### src/rtl/counter_pkg.sv
// rtl/counter_pkg.sv - shared types and constants for the down counter/timer.
//
// Contents:
//   dcnt_state_t    : state enum {IDLE, RUN}
//   DCNT_DEFAULT_N  : default counter width in bits

package counter_pkg;

   typedef enum logic [0:0] {
      IDLE = 1'b0,
      RUN  = 1'b1
   } dcnt_state_t;

   localparam int DCNT_DEFAULT_N = 4;

endpackage

### src/rtl/dcnt_stage.sv
// rtl/dcnt_stage.sv - one bit of the down counter: synchronous toggle flop with parallel load.
//
// Ports:
//   clk    in  rising-edge clock
//   reset  in  synchronous active-high reset, clears q
//   load   in  parallel load strobe, takes d (priority over toggle)
//   d      in  parallel load data
//   toggle in  invert q on this edge (borrow chain term from the top)
//   q      out registered bit value

module dcnt_stage
   import counter_pkg::*;
(
   input  logic clk,
   input  logic reset,
   input  logic load,
   input  logic d,
   input  logic toggle,
   output logic q
);

   always_ff @(posedge clk) begin
      if (reset) begin
         q <= 1'b0;
      end else if (load) begin
         q <= d;
      end else if (toggle) begin
         q <= ~q;
      end
   end

endmodule

### src/rtl/down_counter_timer.sv
// rtl/down_counter_timer.sv - loadable down counter with valid/ready load and one-cycle terminal-count pulse.
//
// Build option: define DOWN_CNT_AUTORELOAD_EN to reload q from reload_val at terminal
// count and stay in RUN (periodic tc); otherwise the counter is one-shot.
//
// Ports:
//   clk         in  rising-edge clock
//   reset       in  synchronous active-high reset
//   load_valid  in  a load value is offered
//   load_ready  out high exactly when the state is IDLE
//   load_value  in  [N-1:0] start value, sampled on the handshake
//   en          in  count enable, effective in RUN only
//   q           out [N-1:0] current count, registered
//   busy        out high when the state is RUN
//   tc          out registered terminal-count pulse, one cycle wide

module down_counter_timer
   import counter_pkg::*;
#(
   parameter int N = DCNT_DEFAULT_N
) (
   input  logic         clk,
   input  logic         reset,
   input  logic         load_valid,
   output logic         load_ready,
   input  logic [N-1:0] load_value,
   input  logic         en,
   output logic [N-1:0] q,
   output logic         busy,
   output logic         tc
);

   dcnt_state_t  state;
   logic         take_load;
   logic         run_en;
   logic         at_one;
   logic         dec_en;
   logic         stage_load;
   logic [N-1:0] stage_d;
   logic [N-1:0] lower_zero;

   assign load_ready = (state == IDLE);
   assign busy       = (state == RUN);
   assign take_load  = load_valid && load_ready;
   assign run_en     = (state == RUN) && en;
   assign at_one     = (q == N'(1));

`ifdef DOWN_CNT_AUTORELOAD_EN
   logic [N-1:0] reload_val;

   always_ff @(posedge clk) begin
      if (reset) begin
         reload_val <= '0;
      end else if (take_load) begin
         reload_val <= load_value;
      end
   end

   // take_load and run_en are exclusive (IDLE vs RUN), so the mux select is unambiguous.
   assign stage_load = take_load || (run_en && at_one);
   assign stage_d    = take_load ? load_value : reload_val;
   assign dec_en     = run_en && !at_one;
`else
   // Decrementing 1 yields 0, so the terminal step is an ordinary decrement.
   assign stage_load = take_load;
   assign stage_d    = load_value;
   assign dec_en     = run_en;
`endif

   // Borrow chain: bit i flips when every lower bit is already 0.
   assign lower_zero[0] = 1'b1;

   genvar i;
   generate
      for (i = 1; i < N; i++) begin : g_borrow
         assign lower_zero[i] = lower_zero[i-1] & ~q[i-1];
      end

      for (i = 0; i < N; i++) begin : g_stage
         dcnt_stage u_stage (
            .clk    (clk),
            .reset  (reset),
            .load   (stage_load),
            .d      (stage_d[i]),
            .toggle (dec_en & lower_zero[i]),
            .q      (q[i])
         );
      end
   endgenerate

   always_ff @(posedge clk) begin
      if (reset) begin
         state <= IDLE;
         tc    <= 1'b0;
      end else begin
         tc <= 1'b0;
         case (state)
            IDLE: begin
               if (take_load) begin
                  if (load_value != '0) begin
                     state <= RUN;
                  end else begin
                     tc <= 1'b1;
                  end
               end
            end
            RUN: begin
               if (run_en && at_one) begin
                  tc <= 1'b1;
`ifndef DOWN_CNT_AUTORELOAD_EN
                  state <= IDLE;
`endif
               end
            end
         endcase
      end
   end

endmodule

### config.mk
export PLATFORM = sky130hd
export DESIGN_NAME = down_counter_timer
export DESIGN_NICKNAME = d
export VERILOG_FILES = /design/src/rtl/counter_pkg.sv /design/src/rtl/dcnt_stage.sv /design/src/rtl/down_counter_timer.sv
export SDC_FILE = /design/constraint.sdc
export NUM_CORES = 1
export LEC_CHECK = 0
export BUFFER_PORTS_ARGS = -buffer_cell sky130_fd_sc_hd__clkbuf_2
export CAP_MARGIN = 20
export CORE_AREA = 2 2 39 41
export CTS_CLUSTER_SIZE = 20
export DETAILED_ROUTE_END_ITERATION = 6
export DIE_AREA = 0 0 41 43
export GPL_TIMING_DRIVEN = 1
export PLACE_DENSITY = 0.43
export SLEW_MARGIN = 5
export SYNTH_ARGS = -nofsm -noshare
export SYNTH_HDL_FRONTEND = slang
export SYNTH_SLANG_ARGS = --single-unit
### constraint.sdc
create_clock -name clk -period 2.7 [get_ports clk]
set_input_delay 0.135 -clock clk [delete_from_list [all_inputs] [get_ports clk]]
set_output_delay 0.135 -clock clk [all_outputs]
set_load 0.01 [all_outputs]
# Word level (Yosys, flattened, before mapping)
# Index checks and enable logic that the tools add are counted.
[word_totals]
regBits = 6
in_bits = 8
output_inout_bits = 7
[classes]
eq_ne = 1
muxes = 16
bitwise = 10
reduce_logical = 8
[op_table]
columns = ["operator", "count"]
rows = [
  ["two-way mux 1 bit", 14],
  ["nonzero test 2 bit", 4],
  ["AND 1 bit", 5],
  ["inverter 1 bit", 5],
  ["== test 4 x 1 -> 1 bit, second input constant", 1],
  ["one-hot mux 1 bit (2 select lines)", 2],
  ["nonzero test 4 bit", 1],
  ["logical AND 1 bit", 3],
]

# Logic depth before layout (Yosys ltp)
# Gate-level depths: netlist of the first run.
[depth]
ltp_word = 6
ltp_mapped = 3

# Cells and area by module
# A second synthesis of the first run with hierarchy kept.
[hier_totals]
cells_unflattened = 37
area_unflattened_um2 = 370.4
[modules_own_cells]
columns = ["mod", "instances", "cells_per_inst", "area_per_inst_um2", "seq_area_each_um2"]
rows = [
  ["dcnt_stage", 4, 5, 51.3, 20.0],
  ["down_counter_timer", 1, 17, 165.2, 40.0],
]

# Worst setup path before layout of the first run
# Ideal clock, no wire load.
[synth_path]
path_type = "register to register"
from = "register state (netlist: busy)"
to = "register g_stage[3].u_stage.q"
setup_ps = 112
arrival_time_ps = 1209
required_ps = 2588
setup_slack_ps = 1379
path_stages_with_launch = 4
period_less_slack_ps = 1321
cell_sequence = "dfxtp_1 nand3b_2 or3_1 a2111oi_1"
[synth_between]
elab_chain_cells = 3
word_cells_on_any_way = 6
classes_between = "1 x mux; 2 x bitwise; 3 x reduce/logical"
[synth_rtl]
columns = ["item", "line", "text"]
rows = [
  ["start: declaration", "down_counter_timer.sv:33", "dcnt_state_t state;"],
  ["start signal: assignment", "down_counter_timer.sv:93", "state <= IDLE;"],
  ["start signal: assignment", "down_counter_timer.sv:101", "state <= RUN;"],
  ["start signal: assignment", "down_counter_timer.sv:111", "state <= IDLE;"],
  ["logical AND 1 bit or inverter 1 bit (tied branches)", "n/a", ""],
  ["AND 1 bit or logical AND 1 bit (tied branches)", "down_counter_timer.sv:85, down_counter_timer.sv:44", ""],
  ["nonzero test 2 bit (no line) or two-way mux 1 bit (tied branches)", "n/a", ""],
  ["end signal: assignment", "dcnt_stage.sv:28", "q <= ~q;"],
  ["end: declaration", "dcnt_stage.sv:19", "output logic q"],
]
# Parallel ways exist; a longest one is shown, timed or not.
# A chain may end at the register's enable or synchronous reset.

# Worst setup path in the final report of the first run
[layout_path]
from = "register g_stage[0].u_stage.q"
to = "register g_stage[3].u_stage.q"
[layout_between]
elab_chain_cells = 5
[layout_rtl]
columns = ["item", "line", "text"]
rows = [
  ["start: declaration", "dcnt_stage.sv:19", ""],
  ["start signal: assignment", "dcnt_stage.sv:28", ""],
  ["inverter 1 bit", "down_counter_timer.sv:76", "assign lower_zero[i] = lower_zero[i-1] & ~q[i-1];"],
  ["AND 1 bit (2 in a row)", "down_counter_timer.sv:76", ""],
  ["AND 1 bit", "down_counter_timer.sv:85", ".toggle (dec_en & lower_zero[i]),"],
  ["nonzero test 2 bit (no line)", "n/a", ""],
]
# Every way passes these cells.

==> results of run 1 <==
## final cells by class
class / instances / area share [%]
multi-input cells: 26 / 41.1
well taps: 16 / 4.98
inverters: 1 / 0.935
repair buffers: 14 / 17.4
clock buffers: 3 / 5.61
flip-flops and latches: 6 / 29.9
## through the flow
step / utilization [%] / instances / setup WS, ns / hold WS (ns) / total power [mW]
2_1_floorplan: - / 37 / 1.38 / 0.204 / 0.140
3_3_place_gp: 27.4 / 63 / 1.35 / 0.397 / 0.155
3_5_place_dp: 27.4 / 63 / 1.35 / 0.402 / 0.154
4_1_cts: 29.0 / 66 / 1.34 / 0.141 / 0.238
5_1_grt: 29.0 / 66 / 1.27 / 0.146 / 0.249
6_report: 29.0 / 66 / 1.34 / 0.151 / 0.232
## per-layer routing
metal | up-vias | part of all wire [%]
met1 | 131 | 44
met3 | 0 | 9.0
met4 | 0 | 0
met2 | 14 | 46
met5 | - | 0
li1 | 157 | -
## cell usage in the layout (no fill, tap or decap)
| cell | n |
|---|---|
| and2b_2 | 1 |
| dfxtp_1 | 6 |
| nand2_1 | 3 |
| a311oi_1 | 1 |
| a211oi_1 | 1 |
| nor4b_1 | 2 |
| clkbuf_4 | 3 |
| nand3b_2 | 1 |
| o21ba_1 | 1 |
| clkbuf_2 | 14 |
| a2111oi_1 | 1 |
| or2b_2 | 1 |
| a31oi_1 | 1 |
| nand3_1 | 2 |
| inv_1 | 1 |
| o21ai_0 | 1 |
| nor4_1 | 1 |
| a21oi_1 | 2 |
| xor2_1 | 1 |
| nor2_1 | 5 |
| or3_1 | 1 |
## flip-flops by register name (all words and copies together), names as in the netlist
signal	flops
busy	1
g_stage.u_stage.q	4
tc	1
## worst paths after layout
path | start | to | slack (ns)
hold / removal | reset | g_stage[2].u_stage.q | 0.15
hold reg to reg | g_stage[0].u_stage.q | g_stage[0].u_stage.q | 0.52
setup reg to reg | g_stage[0].u_stage.q | g_stage[3].u_stage.q | 1.34
setup / recovery | g_stage[0].u_stage.q | g_stage[3].u_stage.q | 1.34
## cell families after synthesis
| logic type | after synthesis |
|---|---|
| compound gates | 8 |
| flops | 6 |
| xor+xnor | 1 |
| simple gates | 17 |
| buf+inv | 5 |
## where the power goes
part | switching, mW | internal [mW] | total, mW | leakage (nW)
Clock | 0.0305 | 0.0501 | 0.0807 | 0.0138
Sequential | 0.00907 | 0.0968 | 0.106 | 0.0496
Combinational | 0.0234 | 0.0220 | 0.0453 | 0.115
==> impl_metrics.tcl, run 1 <==
set metrics [dict create \
    die_area_um2 1760 \
    outcome "finished, final reports clean" \
    synthXorXnorAreaFrac_pct 2.75 \
    cts_setup_buffers 0 \
    synth-seq-area-share_pct 37.6 \
    crit_path_end_kind "flop" \
    synth_mux_area_share_pct 0 \
    yosys.area_share.simple_pct 31.0 \
    cp.depth 3 \
    crit_family "simple AND/OR/NAND/NOR gates" \
    portBuffers 14 \
    cts_buffer_depth 2 \
    leakagePower_nw 0.179 \
    worstMarginPinSlew_ns 0.373 \
    nFillCells 161 \
    hold_viol_final 0 \
    cts_tree "done" \
    cts_made_buffers 3 \
    core.rowCount 14 \
    met1_usage_pct 12.6 \
    min_period_ns 1.36 \
    clock_skew_ns 0.000312 \
    drt-wirelength-per-cell_um 10.6 \
    grtUsageMet3_pct 7.85 \
    netlist_area_um2 319 \
    ys_types 20 \
    synth_common_cells "6 x dfxtp_1, 5 x nor2_1, 4 x buf_4" \
    cts_resized 0 \
    core_um2 1380 \
    cp_slowest_cell "or3_1" \
    cts.clk_slew.worst_paths_ns 0.04 \
    ant_nets 0 \
    ys_ff_latch 6 \
    ys.flop_type "dfxtp_1" \
    die_y_um 43 \
    grt_use_met2_pct 13.4 \
    syn_nets 45 \
    crit_chain "nand3b_2 -> or3_1 -> a2111oi_1" \
    clock-sinks 6 \
    syn_area_per_cell_um2 8.62 \
    drive_gt1_share_pct 40.0 \
    synth.top_cell.area_share_pct 37.6 \
    critPathKind "flop to flop" \
    regArea_um2 120 \
    vias 302 \
    whs_path_depth 2 \
    grt_most_used_layer "met2" \
    synth_cells 37 \
    syn_to_final_growth_pct 25.9 \
    antennaDiodeCount 0 \
    routed_wl_um 697 \
    cp.required_ns 2.83 \
    initial_utilization_pct 23.1 \
    synth.area.top_cells "dfxtp_1 38%, buf_4 9.4%, nor2_1 5.9%" \
    maxSlewViolCount 0 \
    drcViolationCount 0 \
    slew_headroom_pct 74.8 \
    period_share_pct 50.4 \
    crit_buf_inv 0 \
    hold_class "input pin to flop" \
    synth_compound_area_share_pct 18.0 \
    reg2regPathDepth 3 \
    antenna_found_initial 0 \
    grtUsageTotal_pct 10.4 \
    worstSetupStartpointType "flop" \
    finalInstanceArea_um2 402 \
    arrival_ns 1.49 \
    fmax_mhz 735 \
    first_pass_iters 4 \
    yosysTopAreaCell "dfxtp_1" \
    grt_max_degree 8 \
    ys_async_sr_fraction_pct 0 \
    die-width_um 41 \
    place_hpwl_um 590 \
    yosysWarnings 0 \
    rsz0062_at_grt "false" \
    grt.overflow.total 0 \
    fin_nets 60 \
    io_pins 15 \
    setup_viol 0 \
    drt_iter0_markers 4 \
    synth-edff-count 0 \
    slowest_delay_ns 0.34 \
    timing.setup.tns_ns 0 \
    multi_input_area_um2 165 \
    maxCapViolations 0 \
    synth_fa_ha_area_share_pct 0 \
    cellPowerDensity_nw_per_um2 577 \
    cts_hold_buf 0 \
    grt_pass1_vias 288 \
    htree_levels 1 \
    grt_pass1_wl_um 1170 \
    globalplace.congestion 0.727 \
    synth_top_family_by_area "simple AND/OR/NAND/NOR gates" \
    cts_root_buf "clkbuf_4" \
    dpl-instance-area_um2 379 \
    clkLatencyLatePin_ns 0.24 \
    via_per_inst 4.58 \
    synth.most_common_cell "dfxtp_1" \
    ir_worst_vdd_v 0.000187 \
    path_max_fanout 5 \
]
No activity file was read; power rests on OpenSTA's default activity.
==> run 2, diff against run 1 <==
==> constraint.sdc (replaced) <==
create_clock -name clk -period 1.3 [get_ports clk]
set_input_delay 0.065 -clock clk [delete_from_list [all_inputs] [get_ports clk]]
set_output_delay 0.065 -clock clk [all_outputs]
set_load 0.01 [all_outputs]
==> impl_metrics.tcl, run 2 (synthesis results as in run 1) <==
set metrics [dict create \
    ant_nets 0 \
    syn_to_final_growth_pct 45.5 \
    path_max_fanout 7 \
    cp.required_ns 1.44 \
    cts_made_buffers 3 \
    clock-sinks 6 \
    final_cell_mix "14 x clkbuf_2, 5 x nor2_1, 4 x dfxtp_1" \
    core_um2 1380 \
    ir_worst_vdd_v 0.000513 \
    hold_viol_final 0 \
    cts_hold_buf 0 \
    maxCapViolations 0 \
    die_area_um2 1760 \
    setup_viol 0 \
    io_pins 15 \
    routed_wl_um 831 \
    cts_setup_buffers 0 \
    worstMarginPinSlew_ns 0.363 \
    timing.final.ws_setup_ns 0.0808 \
    grt_max_degree 8 \
    grtUsageTotal_pct 10.1 \
    timing.setup.tns_ns 0 \
    antenna_found_initial 0 \
    crit_path_end_kind "flop" \
    nFillCells 160 \
    drt_iter0_markers 13 \
    arrival_ns 1.36 \
    regMostFlops "g_stage.u_stage.q" \
    fin_util_pct 33.5 \
    first_pass_iters 4 \
    globalplace.congestion 0.747 \
    grt_pass1_vias 302 \
    critPathKind "flop to flop" \
    grt_pass1_wl_um 1210 \
    cts_tree "done" \
    core.rowCount 14 \
    final_common_cell "clkbuf_2" \
    antennaDiodeCount 0 \
    grt.overflow.total 0 \
    portBuffers 14 \
    htree_levels 1 \
    drt-wirelength-per-cell_um 12.0 \
    via_per_inst 4.64 \
    cellPowerDensity_nw_per_um2 1100 \
    outcome "finished, final reports clean" \
    clkLatencyLatePin_ns 0.24 \
    drcViolationCount 0 \
    leakagePower_nw 0.213 \
    die_y_um 43 \
    die-width_um 41 \
    slew_headroom_pct 75.7 \
    fmax_mhz 820 \
    cts_buffer_depth 2 \
    cts_root_buf "clkbuf_4" \
    cts_resized 1 \
    period_share_pct 93.8 \
    place_hpwl_um 583 \
    maxSlewViolCount 0 \
    fin_nets 63 \
    rsz0062_at_grt "false" \
    cts.clk_slew.worst_paths_ns 0.04 \
    post-place-ws_ns -0.00857 \
    min_period_ns 1.22 \
    largest_reg_flops 4 \
    hold_class "input pin to flop" \
    vias 320 \
    drive_gt1_share_pct 52.8 \
    clock_skew_ns 0.000663 \
    initial_utilization_pct 23.1 \
    worstSetupStartpointType "flop" \
]
==> run 2: final timing paths <==
kind	startpoint	endpoint	slack, ns	depth (start not counted)
setup / recovery	busy	g_stage[3].u_stage.q	0.08	3
hold reg to reg	g_stage[0].u_stage.q	g_stage[0].u_stage.q	0.51	2
setup reg to reg	busy	g_stage[3].u_stage.q	0.08	3
hold / removal	load_value[0]	g_stage[0].u_stage.q	0.09	3
==> run 2: metrics by stage <==
step / instance area (µm²) / power, mW / cells / hold WS [ns]
4_1_cts: 430 / 0.502 / 69 / 0.0792
5_1_grt: 464 / 0.548 / 69 / 0.0845
3_5_place_dp: 403 / 0.330 / 66 / 0.321
6_report: 464 / 0.512 / 69 / 0.0925
3_3_place_gp: 403 / 0.333 / 66 / 0.326
2_1_floorplan: 320 / 0.291 / 37 / 0.134
==> run 2: power breakdown <==
part	switching (mW)	internal, mW	leakage, nW
Clock	0.0606	0.104	0.0138
Sequential	0.0207	0.202	0.0502
Combinational	0.0611	0.0633	0.149
Total	0.142	0.370	0.213
==> run 2: worst max-delay path: stages, from the launching register on <==
cell	delay (ns)
dfxtp_2	0.39
nand3b_4	0.09
or3_4	0.36
a2111oi_4	0.28
==> run 2: area by class of cell <==
class	count	area, µm²	area share, %
clock buffers	3	22.5	4.85
well taps	16	20.0	4.31
inverters	1	3.75	0.809
flip-flops and latches	6	123	26.4
repair buffers	17	92.6	19.9
multi-input cells	26	203	43.7
==> run 2: metal layers <==
layer | share of wire [%] | track usage [%] | wire [µm]
met1 | 44 | 12.9 | 364
met2 | 50 | 14.1 | 416
met3 | 6.0 | 4.71 | 50
met4 | 0 | 4.00 | 0
met5 | 0 | 0 | 0
